File: config.mk
export PLATFORM = sky130hd
export DESIGN_NAME = mdu_ctrl
export DESIGN_NICKNAME = d
export VERILOG_FILES = /design/src/rtl/alu_defs.sv /design/src/rtl/mdu_ctrl.sv
export SDC_FILE = /design/constraint.sdc
export NUM_CORES = 1
export LEC_CHECK = 0
export ABC_AREA = 1
export CAP_MARGIN = 20
export CORE_MARGIN = 1.5
export CORE_UTILIZATION = 51
export DETAILED_ROUTE_END_ITERATION = 12
export GPL_ROUTABILITY_DRIVEN = 0
export GPL_TIMING_DRIVEN = 1
export PLACE_DENSITY = 0.84
export SYNTH_ARGS = -nofsm -noshare
export SYNTH_HDL_FRONTEND = slang
export SYNTH_SLANG_ARGS = --single-unit
File: constraint.sdc
create_clock -name clk_i -period 3.9 [get_ports clk_i]
set_input_delay 0.585 -clock clk_i [delete_from_list [all_inputs] [get_ports clk_i]]
set_output_delay 0.585 -clock clk_i [all_outputs]
set_load 0.05 [all_outputs]
File: src/rtl/alu_defs.sv
// Shared ALU / MDU definitions: ALU control codes, MDU op codes, sequencer
// state encoding and the per-iteration shift-and-add / restoring-divide steps.
package alu_defs;

   localparam int unsigned XLEN_DEF = 32;
   localparam int unsigned CTRL_W   = 4;
   localparam int unsigned CNT_W    = 5;

   // ALU control codes (the ALU decodes the same values)
   localparam logic [CTRL_W-1:0] ALU_AND   = 4'd0;
   localparam logic [CTRL_W-1:0] ALU_OR    = 4'd1;
   localparam logic [CTRL_W-1:0] ALU_NAND  = 4'd2;
   localparam logic [CTRL_W-1:0] ALU_NOR   = 4'd3;
   localparam logic [CTRL_W-1:0] ALU_ADDU  = 4'd4;
   localparam logic [CTRL_W-1:0] ALU_SUBU  = 4'd5;
   localparam logic [CTRL_W-1:0] ALU_SLT   = 4'd6;
   localparam logic [CTRL_W-1:0] ALU_EQUAL = 4'd7;

   // MDU operation codes
   localparam logic MDU_MULTU = 1'b0;
   localparam logic MDU_DIVU  = 1'b1;

   // Sequencer states
   typedef enum logic [1:0] {
      ST_IDLE = 2'd0,
      ST_RUN  = 2'd1,
      ST_DONE = 2'd2
   } mdu_state_e;

   // Operand bundle driven towards the shared ALU
   typedef struct packed {
      logic [CTRL_W-1:0]   ctrl;
      logic [XLEN_DEF-1:0] src1;
      logic [XLEN_DEF-1:0] src2;
   } alu_cmd_t;

   // Next value of the accumulator / shift register pair
   typedef struct packed {
      logic [XLEN_DEF-1:0] acc;
      logic [XLEN_DEF-1:0] q;
   } mdu_step_t;

   // One shift-and-add multiply step; res = acc + (q[0] ? m : 0)
   function automatic mdu_step_t mult_step(input logic [XLEN_DEF-1:0] acc,
                                           input logic [XLEN_DEF-1:0] q,
                                           input logic [XLEN_DEF-1:0] res);
      mdu_step_t r;
      logic      carry;
      carry = (res < acc);
      r.acc = {carry, res[XLEN_DEF-1:1]};
      r.q   = {res[0], q[XLEN_DEF-1:1]};
      return r;
   endfunction

   // One restoring-divide step; res = s - m where s = {acc, q[msb]} truncated
   function automatic mdu_step_t div_step(input logic [XLEN_DEF-1:0] acc,
                                          input logic [XLEN_DEF-1:0] q,
                                          input logic [XLEN_DEF-1:0] m,
                                          input logic [XLEN_DEF-1:0] res);
      mdu_step_t           r;
      logic [XLEN_DEF-1:0] s;
      logic                ge;
      s     = {acc[XLEN_DEF-2:0], q[XLEN_DEF-1]};
      // the shifted-out msb makes the partial remainder exceed any divisor
      ge    = acc[XLEN_DEF-1] | (s >= m);
      r.acc = ge ? res : s;
      r.q   = {q[XLEN_DEF-2:0], ge};
      return r;
   endfunction

endpackage

File: src/rtl/mdu_ctrl.sv
// Iterative MULTU/DIVU sequencer borrowing the shared ALU for one add or
// subtract per granted cycle. Only XLEN = 32 is supported.
module mdu_ctrl
   import alu_defs::*;
#(
   parameter int unsigned XLEN = XLEN_DEF
) (
   input  logic              clk_i,
   input  logic              rst_i,
   input  logic              start_i,
   input  logic              op_i,
   input  logic [XLEN-1:0]   src1_i,
   input  logic [XLEN-1:0]   src2_i,
   output logic              busy_o,
   output logic              done_o,
   output logic [XLEN-1:0]   hi_o,
   output logic [XLEN-1:0]   lo_o,
   output logic              alu_req_o,
   input  logic              alu_gnt_i,
   output logic [XLEN-1:0]   alu_src1_o,
   output logic [XLEN-1:0]   alu_src2_o,
   output logic [CTRL_W-1:0] alu_ctrl_o,
   input  logic [XLEN-1:0]   alu_result_i
);

   mdu_state_e       r_state;
   mdu_state_e       w_state_nxt;
   logic [XLEN-1:0]  r_acc;
   logic [XLEN-1:0]  r_q;
   logic [XLEN-1:0]  r_m;
   logic [CNT_W-1:0] r_cnt;
   logic             r_op;

   logic             w_start_acc;
   logic             w_commit;
   logic             w_last;
   logic [XLEN-1:0]  w_s;
   alu_cmd_t         w_cmd;
   mdu_step_t        w_step;

   // A start is only honoured from IDLE or DONE; RUN ignores it
   assign w_start_acc = start_i && ((r_state == ST_IDLE) || (r_state == ST_DONE));
   // An iteration commits only on a granted RUN cycle
   assign w_commit    = (r_state == ST_RUN) && alu_gnt_i;
   assign w_last      = (r_cnt == CNT_W'(XLEN - 1));
   assign w_s         = {r_acc[XLEN-2:0], r_q[XLEN-1]};

   // State register
   always_ff @(posedge clk_i) begin
      if (rst_i) begin
         r_state <= ST_IDLE;
      end else begin
         r_state <= w_state_nxt;
      end
   end

   // Next-state and status decode
   always_comb begin
      w_state_nxt = r_state;
      busy_o      = 1'b0;
      done_o      = 1'b0;
      alu_req_o   = 1'b0;
      case (r_state)
         ST_IDLE: begin
            if (w_start_acc) w_state_nxt = ST_RUN;
         end
         ST_RUN: begin
            busy_o    = 1'b1;
            alu_req_o = 1'b1;
            if (w_commit && w_last) w_state_nxt = ST_DONE;
         end
         ST_DONE: begin
            done_o      = 1'b1;
            w_state_nxt = w_start_acc ? ST_RUN : ST_IDLE;
         end
         default: begin
            w_state_nxt = ST_IDLE;
         end
      endcase
   end

   // ALU operand/opcode drive; quiet (AND of zeros) outside RUN
   always_comb begin
      w_cmd = '0;
      if (r_state == ST_RUN) begin
         if (r_op == MDU_DIVU) begin
            w_cmd.ctrl = ALU_SUBU;
            w_cmd.src1 = w_s;
            w_cmd.src2 = r_m;
         end else begin
            w_cmd.ctrl = ALU_ADDU;
            w_cmd.src1 = r_acc;
            w_cmd.src2 = r_q[0] ? r_m : '0;
         end
      end
   end

   assign alu_ctrl_o = w_cmd.ctrl;
   assign alu_src1_o = w_cmd.src1;
   assign alu_src2_o = w_cmd.src2;

   // Iteration result from the ALU's same-cycle answer
   always_comb begin
      if (r_op == MDU_DIVU) begin
         w_step = div_step(r_acc, r_q, r_m, alu_result_i);
      end else begin
         w_step = mult_step(r_acc, r_q, alu_result_i);
      end
   end

   // Datapath registers: load on accepted start, advance on commit
   always_ff @(posedge clk_i) begin
      if (rst_i) begin
         r_acc <= '0;
         r_q   <= '0;
         r_m   <= '0;
         r_cnt <= '0;
         r_op  <= MDU_MULTU;
      end else if (w_start_acc) begin
         r_acc <= '0;
         r_q   <= src1_i;
         r_m   <= src2_i;
         r_cnt <= '0;
         r_op  <= op_i;
      end else if (w_commit) begin
         r_acc <= w_step.acc;
         r_q   <= w_step.q;
         r_cnt <= CNT_W'(r_cnt + CNT_W'(1));
      end
   end

   assign hi_o = r_acc;
   assign lo_o = r_q;

endmodule

* Word level (Yosys, flattened, before mapping)
Index checks and enable logic that the tools add are counted.
Cells by class: add/subtract/negate cells 1, magnitude comparators 2, equal/unequal tests 5, mux-type cells 13, bitwise logic cells 1, reduce and logical (&&, ||, !) cells 8
Operators with widths (count):
- $mux W32 | 4
- $mux W67 | 1
- $mux W65 | 1
- $mux W64 | 1
- $ge A32 B32 Y1 | 1
- $lt A32 B32 Y1 | 1
- $pmux W2 S3 | 1
- $add A5 B1 Y5 const B | 1
- $eq A5 B5 Y1 const B | 1
- $mux W2 | 2
- $ne A2 B2 Y1 const B | 2
- $logic_and A1 B1 Y1 | 3
- $mux W1 | 3
- $eq A2 B1 Y1 const B | 1
- $eq A2 B2 Y1 const B | 1
- $logic_not A2 Y1 | 1
- $reduce_and A2 Y1 | 1
- $reduce_bool A2 Y1 | 1
- $reduce_or A2 Y1 | 1
- $logic_or A1 B1 Y1 | 1
- $or A1 B1 Y1 | 1
Storage, ports and cells: register bits after elaboration 104, bits of input ports 101, output and inout bits 135, logic and storage cells 36

* Depth between registers and ports, before layout
Gate-level depths: netlist of run 1.
word-level depth 6, depth in mapped cells 18, gate-level depth less buffers 18

* Worst setup path after synthesis of run 1
Ideal clock, no wire load.
path type reg-to-output, from reg r_state[0], to out alu_src1_o[24], data arrival time 2.148 ns, slack 1.167 ns, cell stages (with the launch flop) 6, path buffers 1, path through dfxtp_1 -> inv_2 -> nor2_4 -> clkbuf_1 -> o21ai_0 -> a21oi_1
On the way: cells in the longest elaborated chain, start to end 2
Ends and longest elaborated chain:
- start: declaration | line mdu_ctrl.sv:26 | mdu_state_e r_state;
- start signal: assignment | line mdu_ctrl.sv:53 | r_state <= w_state_nxt;
- $eq A2 B1 Y1 | line mdu_ctrl.sv:85 | if (r_state == ST_RUN) begin
- $mux W67 | line mdu_ctrl.sv:85
- end: declaration | line mdu_ctrl.sv:20 | output logic [XLEN-1:0] alu_src1_o,
No other way between the ends.

* Worst setup path in the final report of run 1
from reg r_state[0], to out alu_src2_o[29]
On the way: cells in the longest elaborated chain, start to end 2
Ends and longest elaborated chain:
- $eq A2 B1 Y1 | line mdu_ctrl.sv:85
- $mux W67 | line mdu_ctrl.sv:85
- end: declaration | line mdu_ctrl.sv:21 | output logic [XLEN-1:0] alu_src2_o,
No other way between the ends.

==> impl_metrics.toml, run 1 <==
[run_status]
status = "complete, no violations"

[timing]
slew_viol_final = 0
hold_viol_final = 0
fin_crit_sh_pct = 82.8
tightestPinTransition_ns = 0.898
setup_slack_ns = 0.670
slew_headroom_pct = 40.0
rsz0062_at_grt = "false"
finClkSkew_ns = 0.00743
setup_viol = 0
period_needed_ns = 3.23
clock.fmax_ghz = 0.310
tns_ns = 0

[worst_setup_path]
path_max_fanout = 38
start_kind = "flop"
cp_common_cell = "inv_2"
cp.required_ns = 3.31
crit_arrival_ns = 2.64
crit_path_end_kind = "output port"
path_cells = "inv_2 > nor2_4 > buf_4 > inv_2 > nor3_1 > clkdlybuf4s50_1"
critPathSlowestCell = "clkdlybuf4s50_1"
critical_path.max_stage_delay_ns = 0.84
worst-setup-path-type = "flop to output port"

[drt]
drc = 0
num_vias = 8081
wl_per_cell_um = 16.0
wl_um = 23300
firstDrtPassIters = 6
drtAntennaViolNets = 0
vias_per_cell = 5.56
drt_iter0_drc = 735

[yosys]
ys_ff_latch = 104
synthCells = 1088
synth_edf_count = 0
syn_area_sq_um = 7190
synth_cell_types = 33
ys.flop_type = "dfxtp_1"
async_flop_share_pct = 0
synth_warnings = 0
synth_area_per_cell_sq_um = 6.61
ys_seq_area_share_pct = 29.0

[cells_and_area]
ff_latch_area_sq_um = 2090
final_cell_mix = "233 x clkdlybuf4s50_1, 177 x nand2_1, 164 x inv_1"
finish.net_count = 1435
num-fill-cells = 1183
layout-drive-gt1-share_pct = 3.38
antenna_cells = 0
stdcell_area_sq_um = 9840
multiInputGateArea_sq_um = 4110
layout_commonest_cell = "clkdlybuf4s50_1"
syn_to_final_growth_pct = 36.9

[floorplanning]
die_area_sq_um = 14800
start_util_pct = 52.0
die_w_um = 122
fp.dieH_um = 122
io_pins = 236
rows = 43
coreArea_sq_um = 13800

[grt]
grt_max_degree = 86
overflow = 0
track_usage_pct = 31.1
grt_pass1_vias = 7376
grt_pass1_wl_um = 36800
grt_antenna_before_repair = 0

[clock_tree]
cts_buffers = 9
numClockSinks = 104
clk_pin_slew_worst_paths_ns = 0.07
cts_root_buf = "clkbuf_16"
cts_resized = 0
hold_buffers = 0
cts_setup_buffers = 0
htreeDepth = 3
cts_tree = "yes"
clock_path_buffers = 2
clock_latency_ns = 0.36

[pwr]
power.density_nw_per_um2 = 347
leakage_nw = 4.25
ir_drop_mv = 0.276

[placement]
io_buffers = 233
dp_worst_setup_slack_ns = 0.911
post_dp_cell_area_sq_um = 9490
hpwlAfterDp_um = 15900

[hold_path]
min_path_type = "flop to flop"

[flow_run]
max_cap_viol_count = 0
## metrics by stage
stage / hold slack [ns] / std cells / utilization (%) / power [mW]
after global routing: 0.522 / 1454 / 71.1 / 3.57
after CTS: 0.490 / 1454 / 71.1 / 3.41
after global placement: 0.469 / 1438 / 68.6 / 2.33
after detailed placement: 0.481 / 1438 / 68.6 / 2.35
final: 0.493 / 1454 / 71.1 / 3.41
after floorplan: 0.451 / 1089 / - / 1.97
## critical path: cells and delay by family (launching register included)
| family | cells | cell delay, ns |
|---|---|---|
| buffers and inverters | 4 | 1.61 |
| flip-flops | 1 | 0.35 |
| AND/OR/NAND/NOR | 2 | 0.32 |
## worst paths after layout
kind                            slack, ns              to  startpoint  depth (start not counted)
worst max-delay path                 0.67  alu_src2_o[29]  r_state[0]                          6
worst min-delay path                 0.49         r_m[30]     r_m[30]                          2
worst max register to register       0.81        hi_o[31]     r_m[31]                         13
worst min register to register       0.49         r_m[30]     r_m[30]                          2
## synthesized netlist by cell type (2+ instances only)
master | count | share of area, %
ha_1 | 65 | 11
buf_1 | 8 | 0.42
nor4_1 | 2 | 0.17
nor2_1 | 22 | 1.1
nor3_1 | 34 | 2.4
o21ai_0 | 147 | 10
o221ai_1 | 20 | 2.4
o21a_1 | 3 | 0.31
buf_6 | 6 | 0.94
inv_2 | 4 | 0.21
a21oi_1 | 163 | 11
nor2_4 | 4 | 0.63
buf_4 | 4 | 0.42
o211ai_1 | 4 | 0.42
dfxtp_1 | 104 | 29
inv_1 | 166 | 8.7
o21ai_1 | 6 | 0.42
nand2_2 | 3 | 0.26
clkbuf_1 | 44 | 2.3
nand2_1 | 177 | 9.2
nand3_1 | 74 | 5.2
nand4_1 | 5 | 0.44
buf_2 | 13 | 0.91
## per-layer routing
layer / track usage [%] / part of all wire, % / up-vias
met5: 0 / 0 / -
met4: 14.9 / 4.0 / 0
met3: 4.35 / 7.3 / 60
met2: 50.2 / 46 / 378
met1: 40.9 / 43 / 3651
li1: - / - / 3992
## cells by family after synthesis
logic type	count (synthesis)	share of synthesized area (%)
other	1	0.0522
AOI/OAI and AO/OA	348	25.7
DFF	104	29.0
adders and majority gates	65	11.3
and+or+nand+nor	324	20.0
buffers and inverters	246	13.9
## report_power, final
part | switching [mW] | total, mW | internal [mW]
registers | 0.0477 | 1.18 | 1.13
logic | 0.752 | 1.16 | 0.412
clock network | 0.423 | 1.07 | 0.649
total | 1.22 | 3.41 | 2.19
## registers in the layout (all words and copies together) (netlist names)
register and flops:
r_state 2, hi_o 32, r_cnt 5, lo_o 32, r_op 1, r_m 32
## layout make-up
cell class / count / area share, %
repair buffers: 244 / 24.7
clock buffers: 12 / 2.51
multi-input cells: 739 / 41.8
clock inverters: 4 / 1.00
inverters: 171 / 6.53
well taps: 180 / 2.29
flip-flops and latches: 104 / 21.2
Note: power is estimated with default switching activity, not from simulation.
==> run 2, diff against run 1 <==
- CORE_UTILIZATION: 51 -> 43
- PLACE_DENSITY: 0.84 -> 0.75
- clock period: 3.9 -> 2.59 ns (I/O delays scaled with it)
==> run 2 against run 1 <==
- count of clock-buffer cells in the layout unchanged
- combinational power increased by 60%
- highest routed layer unchanged
- sequential cell count unchanged
- largest power group is now combinational cells
- core utilization decreased by 7.0 points
- clock power increased by 32%
==> impl_metrics.toml, run 2 (synthesis results as in run 1) <==
[run_status]
status = "complete, no violations"

[grt]
grt_pass1_vias = 7538
grt_antenna_before_repair = 0
track_usage_pct = 27.6
overflow = 0
grt_max_degree = 67
grt_pass1_wl_um = 39400

[floorplanning]
rows = 47
fp.dieH_um = 132
die_w_um = 132
die_area_sq_um = 17500
start_util_pct = 43.6
io_pins = 236
coreArea_sq_um = 16500

[pwr]
seq_power_share_pct = 35.4
power_frac_comb_pct = 36.7
power.switching_mw = 1.87
power_mw = 5.06
ir_drop_mv = 0.338
p_sw_share_pct = 37.0
power.density_nw_per_um2 = 479
clkPwrFrac_pct = 27.9
leakage_nw = 4.59
intPower_mw = 3.19

[timing]
slew_headroom_pct = 49.6
fin_crit_sh_pct = 91.8
finClkSkew_ns = 0.00935
tightestPinTransition_ns = 0.754
setup_slack_ns = 0.212
setup_viol = 0
rsz0062_at_grt = "false"
hold_viol_final = 0
period_needed_ns = 2.38
slew_viol_final = 0
clock.fmax_ghz = 0.420
tns_ns = 0

[hold_path]
min_path_type = "flop to flop"

[cells_and_area]
syn_to_final_growth_pct = 47.0
post-route-util_pct = 64.2
layout-drive-gt1-share_pct = 9.28
finish.net_count = 1444
layout_commonest_cell = "nand2_1"
final_cell_mix = "177 x nand2_1, 165 x clkdlybuf4s50_1, 164 x inv_1"

[placement]
dp_worst_setup_slack_ns = 0.364
hpwlAfterDp_um = 17400
io_buffers = 233

[worst_setup_path]
crit_path_end_kind = "output port"
cp.required_ns = 2.20
path_max_fanout = 37
critical_path.max_stage_delay_ns = 0.39
crit_arrival_ns = 1.99
worst-setup-path-type = "flop to output port"
critPathSlowestCell = "a21oi_1"
start_kind = "flop"
path_cells = "inv_2 > nor2_4 > buf_4 > o21ai_0 > a21oi_1 > buf_12"

[clock_tree]
hold_buffers = 0
cts_root_buf = "clkbuf_16"
numClockSinks = 104
htreeDepth = 3
clock_latency_ns = 0.35
clock_path_buffers = 2
cts_setup_buffers = 0
clk_pin_slew_worst_paths_ns = 0.07
cts_resized = 0
cts_tree = "yes"
cts_buffers = 9

[drt]
drt_iter0_drc = 607
drc = 0
vias_per_cell = 5.41
firstDrtPassIters = 6
drtAntennaViolNets = 0
wl_per_cell_um = 16.3
num_vias = 8129
wl_um = 24500

[flow_run]
max_cap_viol_count = 0
[run 2: layer usage]
| layer | vias up | track usage [%] | share of wire, % |
|---|---|---|---|
| li1 | 4020 | - | - |
| met1 | 3737 | 36.9 | 45 |
| met2 | 322 | 44.0 | 45 |
| met3 | 50 | 5.07 | 6.7 |
| met4 | 0 | 10.7 | 3.0 |
| met5 | - | 0 | 0 |
[run 2: worst max-delay path: cells and delay by family (launching register included)]
kind            cells  cell delay [ns]
buf+inv             3             0.65
compound gates      2             0.54
flops               1             0.36
simple gates        1             0.09
[run 2: final timing paths]
check	start	end	slack, ns	depth (start not counted)
worst max-delay path	r_state[0]	alu_src1_o[1]	0.21	6
worst min-delay path	r_m[27]	r_m[27]	0.48	2
worst max register to register	r_m[31]	hi_o[26]	0.38	12
worst min register to register	r_m[27]	r_m[27]	0.48	2
[run 2: final cells by class]
class                      count  area (sq um)
antenna                        1          2.50
clock buffer                  12           246
clock inverter                 3          41.3
fill                        1468          5900
inverter                     171           642
multi-input combinational    739          4110
sequential                   104          2090
tap                          220           275
timing repair buffer         253          3160
[run 2: power groups by stage]
stage               combinational (mW)  sequential, mW  clock, mW
floorplan                        0.977            2.00          0
global placement                  1.82            1.82          0
detailed placement                1.84            1.83          0
CTS                               1.85            1.79       1.43
global route                      2.02            1.81       1.50
finish                            1.86            1.79       1.41
[run 2: stage by stage]
stage / hold WS [ns] / std cells / instance area (sq um)
after floorplan: 0.451 / 1089 / 7190
after detailed placement: 0.477 / 1487 / 10300
after global routing: 0.509 / 1502 / 10600
after global placement: 0.467 / 1487 / 10300
final: 0.484 / 1503 / 10600
after CTS: 0.487 / 1502 / 10600
==> run 3, diff against run 2 <==
- clock period: 2.59 -> 1.9 ns (I/O delays scaled with it)
==> run 3 against run 2 <==
- the flow now finishes with violations (negative setup slack)
- sequential cell count unchanged
- count of clock-buffer cells in the layout shrank 3
- final area grew 24%
- critical path depth up 7
- clock skew up 0.0011 ns
- global-route usage rose by 4.2 points
- wire length grew 25%
- sequential share of layout area is 3.5 points lower
- die area unchanged
- final cell count up 9.3%
- critical endpoint is now hi_o[10]
- largest cell class unchanged
==> impl_metrics.toml, run 3 (synthesis results as in run 1) <==
[cells_and_area]
stdcell_area_sq_um = 13100
layout_commonest_cell = "inv_1"
final_cell_count_no_fill = 1643
layout-drive-gt1-share_pct = 33.4
syn_to_final_growth_pct = 82.9
antenna_cells = 0
post-route-util_pct = 79.8
final_cell_mix = "161 x inv_1, 159 x nand2_1, 140 x buf_4"
num-fill-cells = 1116
ff_latch_area_sq_um = 2130
multiInputGateArea_sq_um = 5190
finish.net_count = 1584

[drt]
wl_per_cell_um = 18.6
drtAntennaViolNets = 0
drt_iter0_drc = 1021
wl_um = 30600
vias_per_cell = 5.62
firstDrtPassIters = 6
num_vias = 9229
drc = 0

[pwr]
p_sw_share_pct = 40.2
power_frac_comb_pct = 45.4
intPower_mw = 4.77
power.density_nw_per_um2 = 607
seq_power_share_pct = 30.4
power.switching_mw = 3.21
power_mw = 7.98
ir_drop_mv = 0.522
leakage_nw = 5.92
clkPwrFrac_pct = 24.3

[worst_setup_path]
worst-setup-path-type = "flop to flop"
path_max_fanout = 8
r2r_slack_ns = -0.43
critPathTopFamily = "simple AND/OR/NAND/NOR gates"
start_kind = "flop"
rr_startpoint = "r_m[30]"
cp.required_ns = 2.15
crit_path_end_kind = "flop"
path_buf_inv = 3
path_cells = "inv_1 > ha_4 > nand2_4 > nor2_4 > nand4_1 > nor4_4 > nand2_2 > nand2_4 > buf_12 > clkbuf_16 > nand2_2 > nand3_2 > a21oi_1"
critPathSlowestCell = "nor4_4"
critical_path.max_stage_delay_ns = 0.38
crit_arrival_ns = 2.58
cp-startpoint = "r_m[30]"

[placement]
post_dp_cell_area_sq_um = 11700
io_buffers = 233
dp.cells = 1596
dp_worst_setup_slack_ns = -0.342
hpwlAfterDp_um = 19200

[grt]
grt_pass1_vias = 8821
grt_pass1_wl_um = 44900
grt_max_degree = 67
overflow = 0
track_usage_pct = 31.8
grt_antenna_before_repair = 0

[run_status]
violations = "negative setup slack"
status = "finished, violations left"

[timing]
slew_viol_final = 0
hold_viol_final = 0
holdWs_ns = 0.497
clock.fmax_ghz = 0.430
setup_slack_ns = -0.427
slew_headroom_pct = 64.2
tns_ns = -13.89
rsz0062_at_grt = "true"
period_needed_ns = 2.33
tightestPinTransition_ns = 0.536
fin_crit_sh_pct = 122
finClkSkew_ns = 0.0105
setup_viol = 91

[clock_tree]
numClockSinks = 104
cts_root_buf = "clkbuf_16"
hold_buffers = 0
clock_path_buffers = 2
cts_buffers = 9
cts_tree = "yes"
htreeDepth = 3
clk_pin_slew_worst_paths_ns = 0.08
clock_latency_ns = 0.37

[floorplanning]
coreArea_sq_um = 16500
die_w_um = 132
io_pins = 236
start_util_pct = 43.6
rows = 47
fp.dieH_um = 132
die_area_sq_um = 17500

[hold_path]
hp-start = "r_cnt[3]"
min_path_type = "flop to flop"

[flow_run]
max_cap_viol_count = 0
run 3: changes by cell type in the layout (fill, tap and decap cells not counted), moves of 32 or more:
cell,before,now
o21ai_0,147,115
dfxtp_1,103,67
dfxtp_2,0,35
clkdlybuf4s50_1,165,127
buf_4,20,140
a21oi_1,163,118
a21oi_2,0,38
run 3: path summary, 6_finish.rpt:
kind               to  cells after the start
max          hi_o[10]                     13
min          r_cnt[3]                      2
max reg2reg  hi_o[10]                     13
min reg2reg  r_cnt[3]                      2
run 3: metal layers:
layer / wire (um) / share of wire (%) / GRT usage [%] / vias up
li1: - / - / - / 4302
met1: 11900 / 39 / 39.4 / 4312
met2: 14500 / 48 / 53.4 / 493
met3: 2580 / 8.4 / 5.57 / 122
met4: 1520 / 5.0 / 15.9 / 0
met5: 0 / 0 / 0 / -
run 3: final cells by class:
cell class | instances | share of cell area, %
clock buffers | 9 | 1.71
clock inverters | 7 | 0.533
inverters | 171 | 4.94
multi-input cells | 739 | 39.5
flip-flops and latches | 104 | 16.2
well taps | 220 | 2.09
repair buffers | 393 | 35.0
run 3: power groups by stage:
stage               Clock [mW]  Combinational (mW)  Sequential [mW]
global placement             0                2.93             2.46
floorplan                    0                1.47             2.73
global route              2.03                3.84             2.44
finish                    1.94                3.62             2.42
detailed placement           0                2.99             2.47
CTS                       1.94                3.30             2.42
run 3: tightest hold or removal path, delay by kind of cell, from the launching register on:
kind,cells,cell delay (ns)
DFF,1,0.31
buffers and inverters,1,0.08
AOI/OAI and AO/OA,1,0.07
run 3: repair_timing:
item	4_1_cts	5_1_grt
gates cloned	4	5
gates resized for setup	110	105
buffers inserted	19	7
endpoints found under the setup margin	97	103
pin swaps	4	16
